## config.mk

```make
export PLATFORM = sky130hd
export DESIGN_NAME = poly_bank_dma
export DESIGN_NICKNAME = d
export VERILOG_FILES = /design/src/rtl/poly_dma_pkg.sv /design/src/rtl/dma_skid_fifo.sv /design/src/rtl/poly_bank_dma.sv
export SDC_FILE = /design/constraint.sdc
export NUM_CORES = 1
export LEC_CHECK = 0
export CAP_MARGIN = 30
export CORE_AREA = 2 2 268 270
export DETAILED_ROUTE_END_ITERATION = 7
export DIE_AREA = 0 0 270 272
export SYNTH_ARGS = -nofsm -noshare
export SYNTH_HDL_FRONTEND = slang
export SYNTH_SLANG_ARGS = --single-unit
```

## constraint.sdc

```tcl
create_clock -name clk -period 3.45 [get_ports clk]
set_clock_uncertainty 0.2 [all_clocks]
set_input_delay 0.69 -clock clk [delete_from_list [all_inputs] [get_ports clk]]
set_output_delay 0.69 -clock clk [all_outputs]
set_load 0.02 [all_outputs]
```

## src/rtl/poly_dma_pkg.sv

```systemverilog
// Shared types and the coefficient-index mapping for the polynomial bank DMA.
package poly_dma_pkg;

  typedef enum logic [2:0] {
    IDLE   = 3'd0,
    LOAD   = 3'd1,
    UNLOAD = 3'd2,
    DRAIN  = 3'd3,
    FIN    = 3'd4
  } dma_state_e;

  localparam logic MODE_LOAD   = 1'b0;
  localparam logic MODE_UNLOAD = 1'b1;
  localparam logic ORD_INTLV   = 1'b0;
  localparam logic ORD_BANK    = 1'b1;

  // Maps a coefficient index to a physical location packed as
  // (bank << aw) | addr, so bank and address can be sliced out by the caller.
  function automatic logic [31:0] map_index(input logic [31:0] idx, input logic ord,
                                            input int bn_log2, input int aw);
    logic [31:0] bank;
    logic [31:0] addr;
    if (ord == ORD_INTLV) begin
      bank = idx & ((32'd1 << bn_log2) - 32'd1);
      addr = idx >> bn_log2;
    end else begin
      bank = idx >> aw;
      addr = idx & ((32'd1 << aw) - 32'd1);
    end
    return (bank << aw) | addr;
  endfunction

endpackage

```

## src/rtl/dma_skid_fifo.sv

```systemverilog
// Two-entry skid FIFO on the UNLOAD output path; push and pop may coincide at any occupancy.
module dma_skid_fifo #(
  parameter int D_WIDTH = 32
) (
  input  logic               clk,
  input  logic               rst,
  input  logic               flush,
  input  logic               push,
  input  logic [D_WIDTH-1:0] din,
  input  logic               pop,
  output logic [D_WIDTH-1:0] dout,
  output logic               full,
  output logic               empty,
  output logic [1:0]         count
);

  logic [D_WIDTH-1:0] slot_reg [2];
  logic               wr_ptr_reg;
  logic               rd_ptr_reg;
  logic [1:0]         count_reg;
  logic               push_ok;
  logic               pop_ok;

  assign empty   = (count_reg == 2'd0);
  assign full    = (count_reg == 2'd2);
  assign count   = count_reg;
  assign dout    = slot_reg[rd_ptr_reg];
  assign pop_ok  = pop && !empty;
  assign push_ok = push && (!full || pop_ok);

  // Storage, pointers and occupancy; flush wins over any push/pop in the same cycle.
  always_ff @(posedge clk or negedge rst) begin
    if (!rst) begin
      slot_reg[0] <= '0;
      slot_reg[1] <= '0;
      wr_ptr_reg  <= 1'b0;
      rd_ptr_reg  <= 1'b0;
      count_reg   <= 2'd0;
    end else if (flush) begin
      wr_ptr_reg <= 1'b0;
      rd_ptr_reg <= 1'b0;
      count_reg  <= 2'd0;
    end else begin
      if (push_ok) begin
        slot_reg[wr_ptr_reg] <= din;
        wr_ptr_reg           <= ~wr_ptr_reg;
      end
      if (pop_ok) begin
        rd_ptr_reg <= ~rd_ptr_reg;
      end
      count_reg <= count_reg + {1'b0, push_ok} - {1'b0, pop_ok};
    end
  end

endmodule

```

## src/rtl/poly_bank_dma.sv

```systemverilog
// Load/unload engine moving one polynomial between a stream and BN banked SRAMs.
module poly_bank_dma
  import poly_dma_pkg::*;
#(
  parameter int D_WIDTH = 32,
  parameter int BN      = 16,
  parameter int MA      = 512,
  parameter int AW      = $clog2(MA),
  parameter int IW      = $clog2(BN*MA)
) (
  input  logic                  clk,
  input  logic                  rst,
  input  logic                  start,
  input  logic                  mode,
  input  logic                  order,
  input  logic                  abort,
  input  logic [D_WIDTH-1:0]    modulus,
  output logic                  busy,
  output logic                  done,
  output logic                  range_err,
  input  logic                  s_valid,
  output logic                  s_ready,
  input  logic [D_WIDTH-1:0]    s_data,
  output logic                  m_valid,
  input  logic                  m_ready,
  output logic [D_WIDTH-1:0]    m_data,
  output logic [BN-1:0]         mem_cen,
  output logic                  mem_wen,
  output logic [AW-1:0]         mem_addr,
  output logic [D_WIDTH-1:0]    mem_wdata,
  input  logic [BN*D_WIDTH-1:0] mem_rdata
);

  localparam int              BL       = $clog2(BN);
  localparam logic [IW-1:0]   LAST_IDX = IW'(BN*MA-1);

  dma_state_e         state_reg;
  logic [IW-1:0]      idx_reg;
  logic               order_reg;
  logic               range_err_reg;
  logic               inflight_reg;
  logic [BL-1:0]      rd_bank_reg;
  logic [BN-1:0]      wr_cen_reg;
  logic               wr_wen_reg;
  logic [AW-1:0]      wr_addr_reg;
  logic [D_WIDTH-1:0] wr_data_reg;

  logic [31:0]        loc;
  logic [BL-1:0]      cur_bank;
  logic [AW-1:0]      cur_addr;
  logic [BN-1:0]      cur_onehot;
  logic               unused_loc_hi;
  logic               unused_fifo_full;
  logic [1:0]         fifo_count;
  logic               fifo_empty;
  logic [2:0]         occ;
  logic               pop;
  logic               rd_fire;
  logic               load_beat;
  logic [D_WIDTH-1:0] rd_word;

  assign loc           = map_index(32'(idx_reg), order_reg, BL, AW);
  assign cur_bank      = loc[AW +: BL];
  assign cur_addr      = loc[AW-1:0];
  assign unused_loc_hi = ^loc[31:IW];
  assign cur_onehot    = BN'(1) << cur_bank;

  assign busy      = (state_reg == LOAD) || (state_reg == UNLOAD) || (state_reg == DRAIN);
  assign done      = (state_reg == FIN);
  assign s_ready   = (state_reg == LOAD);
  assign range_err = range_err_reg;
  assign m_valid   = !fifo_empty;

  // An aborted cycle never writes, so the beat presented alongside abort is dropped.
  assign load_beat = (state_reg == LOAD) && s_valid && !abort;

  // Reads are issued only when the FIFO can absorb the result even if this
  // cycle's pop is counted, which keeps one word per cycle flowing with m_ready high.
  assign pop     = m_valid && m_ready;
  assign occ     = {1'b0, fifo_count} + {2'b00, inflight_reg} - {2'b00, pop};
  assign rd_fire = (state_reg == UNLOAD) && !abort && (occ < 3'd2);

  assign rd_word = mem_rdata[rd_bank_reg*D_WIDTH +: D_WIDTH];

  // Write strobes are registered; read strobes go out in the issuing cycle.
  assign mem_cen   = wr_cen_reg | (rd_fire ? cur_onehot : '0);
  assign mem_wen   = wr_wen_reg;
  assign mem_addr  = rd_fire ? cur_addr : wr_addr_reg;
  assign mem_wdata = wr_data_reg;

  dma_skid_fifo #(.D_WIDTH(D_WIDTH)) u_fifo (
    .clk   (clk),
    .rst   (rst),
    .flush (abort && busy),
    .push  (inflight_reg),
    .din   (rd_word),
    .pop   (pop),
    .dout  (m_data),
    .full  (unused_fifo_full),
    .empty (fifo_empty),
    .count (fifo_count)
  );

  // Transfer sequencing, index walk, write strobe registers and read tracking.
  always_ff @(posedge clk or negedge rst) begin
    if (!rst) begin
      state_reg     <= IDLE;
      idx_reg       <= '0;
      order_reg     <= ORD_INTLV;
      range_err_reg <= 1'b0;
      inflight_reg  <= 1'b0;
      rd_bank_reg   <= '0;
      wr_cen_reg    <= '0;
      wr_wen_reg    <= 1'b0;
      wr_addr_reg   <= '0;
      wr_data_reg   <= '0;
    end else begin
      wr_cen_reg   <= '0;
      wr_wen_reg   <= 1'b0;
      inflight_reg <= rd_fire;
      if (rd_fire) begin
        rd_bank_reg <= cur_bank;
      end
      if (load_beat) begin
        wr_cen_reg  <= cur_onehot;
        wr_wen_reg  <= 1'b1;
        wr_addr_reg <= cur_addr;
        wr_data_reg <= s_data;
      end
      case (state_reg)
        IDLE: begin
          if (start) begin
            state_reg     <= (mode == MODE_UNLOAD) ? UNLOAD : LOAD;
            idx_reg       <= '0;
            order_reg     <= order;
            range_err_reg <= 1'b0;
          end
        end
        LOAD: begin
          if (abort) begin
            state_reg <= IDLE;
          end else if (s_valid) begin
            if (s_data >= modulus) begin
              range_err_reg <= 1'b1;
            end
            idx_reg <= idx_reg + 1'b1;
            if (idx_reg == LAST_IDX) begin
              state_reg <= DRAIN;
            end
          end
        end
        UNLOAD: begin
          if (abort) begin
            state_reg <= IDLE;
          end else if (rd_fire) begin
            idx_reg <= idx_reg + 1'b1;
            if (idx_reg == LAST_IDX) begin
              state_reg <= DRAIN;
            end
          end
        end
        DRAIN: begin
          if (abort) begin
            state_reg <= IDLE;
          end else if (fifo_empty && !inflight_reg) begin
            state_reg <= FIN;
          end
        end
        FIN:     state_reg <= IDLE;
        default: state_reg <= IDLE;
      endcase
    end
  end

endmodule
```

==> summary.txt <==
Initial core utilization -> 15.9%
Violated checks -> negative setup slack
Core area -> 70800 sq um
Slew @ Worst Pin -> 852 ps
WL/cell -> 23.8 um
Max VDD drop -> 0.340 mV
Drt first pass iters -> 5
Hold Vio Cnt, Final -> 0
Detailed Route Iter0 Violations -> 598
Startpoint type of the worst setup path -> flip-flop
Max reg flops -> 64
Final period util -> 107%
Sequential power share -> 24.8%
Die W -> 270 um
H-tree depth -> 4
Antenna violations before repair -> 37
CP endpoint kind -> output pin
Vias/cell -> 4.24
Ys Warns -> 0
Async SR Flop Fraction -> 100%
Mean Syn Cell Area -> 12.3 sq um
Die area -> 73400 sq um
Layout cells sized above 1 -> 26.3%
Vias in the first global route -> 11700
First-pass GRT wire length -> 85600 um
TritonCTS Buffers -> 17
Cell with the most instances after synthesis -> mux4_2
DR DRC count -> 0
Area of the multi-input gates -> 7370 sq um
Share of Yosys cell area claimed by the top area cell type -> 33.2%
Internal -> 6880 uW
CP Data Required Time -> 2560 ps
Power Total -> 11200 uW
Flip-flop and latch count after synthesis -> 149
Combinational share of power -> 58.4%
Synthesis-to-finish area growth -> 82.2%
Worst r2r src -> u_fifo.count[1]
Setup CP Type -> reg -> out
Via count -> 10900
Post-synth cell types -> 49
Gpl congestion -> 0.923
Clock power share -> 16.7%
HP Class -> reg -> reg
Max_cap viols -> 0
Largest net degree at the start of global routing -> 72
Hold slack -> 274 ps
CTS tree -> built
Slew Limit Fails -> 0
Root buffer cell -> clkbuf_16
Final WL -> 61200 um
Sequential standard cell area -> 3740 sq um
Clock Sinks -> 149
Final ANT Viol Nets -> 0
Critical Path Sink -> mem_cen[1]
Power per cell area -> 549 nW/um^2
Nets -> 2223
Die span in y -> 272 um
Reg2reg setup slack -> 380 ps
Worst-path fanout max -> 5
CP startpoint -> u_fifo.count[1]
Status -> finished with violations
Reg2reg path depth -> 16
RR Endpoint -> idx_reg[7]
Crit path time final -> 3680 ps
I/O Buffers -> 678
Cells after synthesis -> 912
Skew-Pair Late Insertion Delay -> 480 ps
Clock Tree Buf Depth -> 2
CP max stage cell -> fa_2
RSZ-0062 raised after global routing -> yes
Largest area contributor in the netlist -> dfrtp_1
Synth top area cells -> dfrtp_1 33%, mux4_2 32%, mux2_2 9.7%
GRT Total Usage -> 16.4%
Mapped cell area -> 11200 sq um
Max incr delay on CP -> 550 ps
Final setup violation count -> 25
# fillers -> 7244
IO Count -> 679
Fmax -> 271 MHz
Sw frac -> 38.8%
Synth top cells by count -> 160 x mux4_2, 149 x dfrtp_1, 149 x nand2_1
CP cell instances -> inv_2, nand2_2, and2_4, ha_4, inv_2, nand2_2, fa_2, nand4_1, buf_6, clkinv_8, nand2_8, buf_8, o21bai_4, buf_6
Max-slew headroom -> 43.2%
EDFF count, synth -> 0
DP Worst Slack -> -1090 ps
Clock-pin slew on the worst setup and hold paths -> 80 ps
Leak -> 0.00796 uW
Row cnt -> 98
Post-synthesis sequential area ratio -> 33.2%
Worst setup margin -> -234 ps
Synth Net Count -> 1533
Arrival time at the worst endpoint -> 2790 ps
Top FF cell, synth -> dfrtp_1
Grt total ovfl -> 0
Sw Pwr -> 4370 uW
Post-DP HPWL -> 50900 um
[cells in the final DEF, fill, tap and decap left out, types with 4 or more instances in the layout]
cell type,Yosys,layout
mux4_2,160,160
a31oi_1,6,6
diode_2,0,11
nand2_1,149,141
buf_12,0,13
nand3b_1,4,4
inv_8,0,4
nand3_1,8,8
clkdlybuf4s50_1,0,651
a21o_1,6,6
clkbuf_16,0,17
dfrtp_1,149,143
xnor2_1,12,11
nor2_1,46,46
mux2i_1,15,15
mux2_2,97,97
nand4_1,7,7
o21bai_4,0,16
xor2_1,5,5
ha_1,36,34
nand2_2,0,4
o21ai_0,29,20
inv_1,43,39
buf_6,1,20
nor2b_1,5,5
a21oi_1,15,15
buf_4,11,47
o21ai_2,0,7
[layout make-up]
| class | instances | area share (%) |
|---|---|---|
| multi-input combinational | 654 | 36.0 |
| clock inverter | 13 | 0.568 |
| sequential | 149 | 18.3 |
| timing repair buffer | 736 | 36.2 |
| clock buffer | 18 | 2.14 |
| inverter | 44 | 0.867 |
| antenna | 11 | 0.134 |
| tap | 950 | 5.80 |
[repair_timing]
action / in CTS / in global routing
pin swaps: 6 / 1
hold buffers: 1 / 0
gates resized for setup: 123 / 3
buffers inserted: 6 / 1
cloned: 0 / 0
endpoints found under the hold margin: 44 / 0
endpoints found under the setup margin: 25 / 25
[power groups by stage]
stage	combinational (uW)	clock [uW]	sequential, uW
2_1_floorplan	3700	0	2710
3_3_place_gp	6470	0	2820
3_5_place_dp	6530	0	2840
4_1_cts	6650	1980	2820
5_1_grt	7000	2050	2900
6_report	6570	1880	2790
[through the flow]
step	cell area (sq um)	TNS, ps	cells	utilization, %
after floorplan	11500	0	912	-
after global placement	19700	-23670	2525	27.8
after detailed placement	19700	-24650	2525	27.8
after CTS	20400	-6400	2563	28.9
after global routing	20500	-8000	2573	28.9
final	20500	-4600	2575	28.9
[worst max-delay path, delay by kind of cell (launching register included)]
kind | cells | cell delay, ps
AO/OA/AOI/OAI | 1 | 110
adder cells (fa/ha/maj) | 2 | 760
buffers and inverters | 6 | 640
AND/OR/NAND/NOR | 5 | 390
flip-flops | 1 | 410
[metal layers]
metal | up-vias | GRT usage (%) | part of all wire (%)
met3 | 73 | 6.39 | 9.2
met2 | 500 | 26.6 | 48
li1 | 4840 | - | -
met1 | 5479 | 20.0 | 40
met4 | 24 | 5.22 | 2.0
met5 | - | 0 | 0.25
[cell families (layout without fill, tap and decap cells)]
logic type | count (synthesis) | in the layout | synth area share [%]
mux | 272 | 272 | 43.1
simple gates | 241 | 241 | 9.10
flops | 149 | 149 | 33.2
buf+inv | 109 | 811 | 4.18
compound gates | 87 | 87 | 4.94
fa+ha+maj | 37 | 37 | 4.18
xor+xnor | 17 | 17 | 1.32
other cells | 0 | 11 | 0
[worst min-delay path by stage]
stage,startpoint,endpoint,cells after the start
floorplan,rst,idx_reg[0],0
global route,mem_wdata[5],mem_wdata[5],2
CTS,mem_wdata[7],mem_wdata[7],2
detailed placement,mem_wdata[7],mem_wdata[7],2
global placement,mem_wdata[22],mem_wdata[22],2
finish,mem_wdata[7],mem_wdata[7],2
No activity file was read; power rests on OpenSTA's default activity.
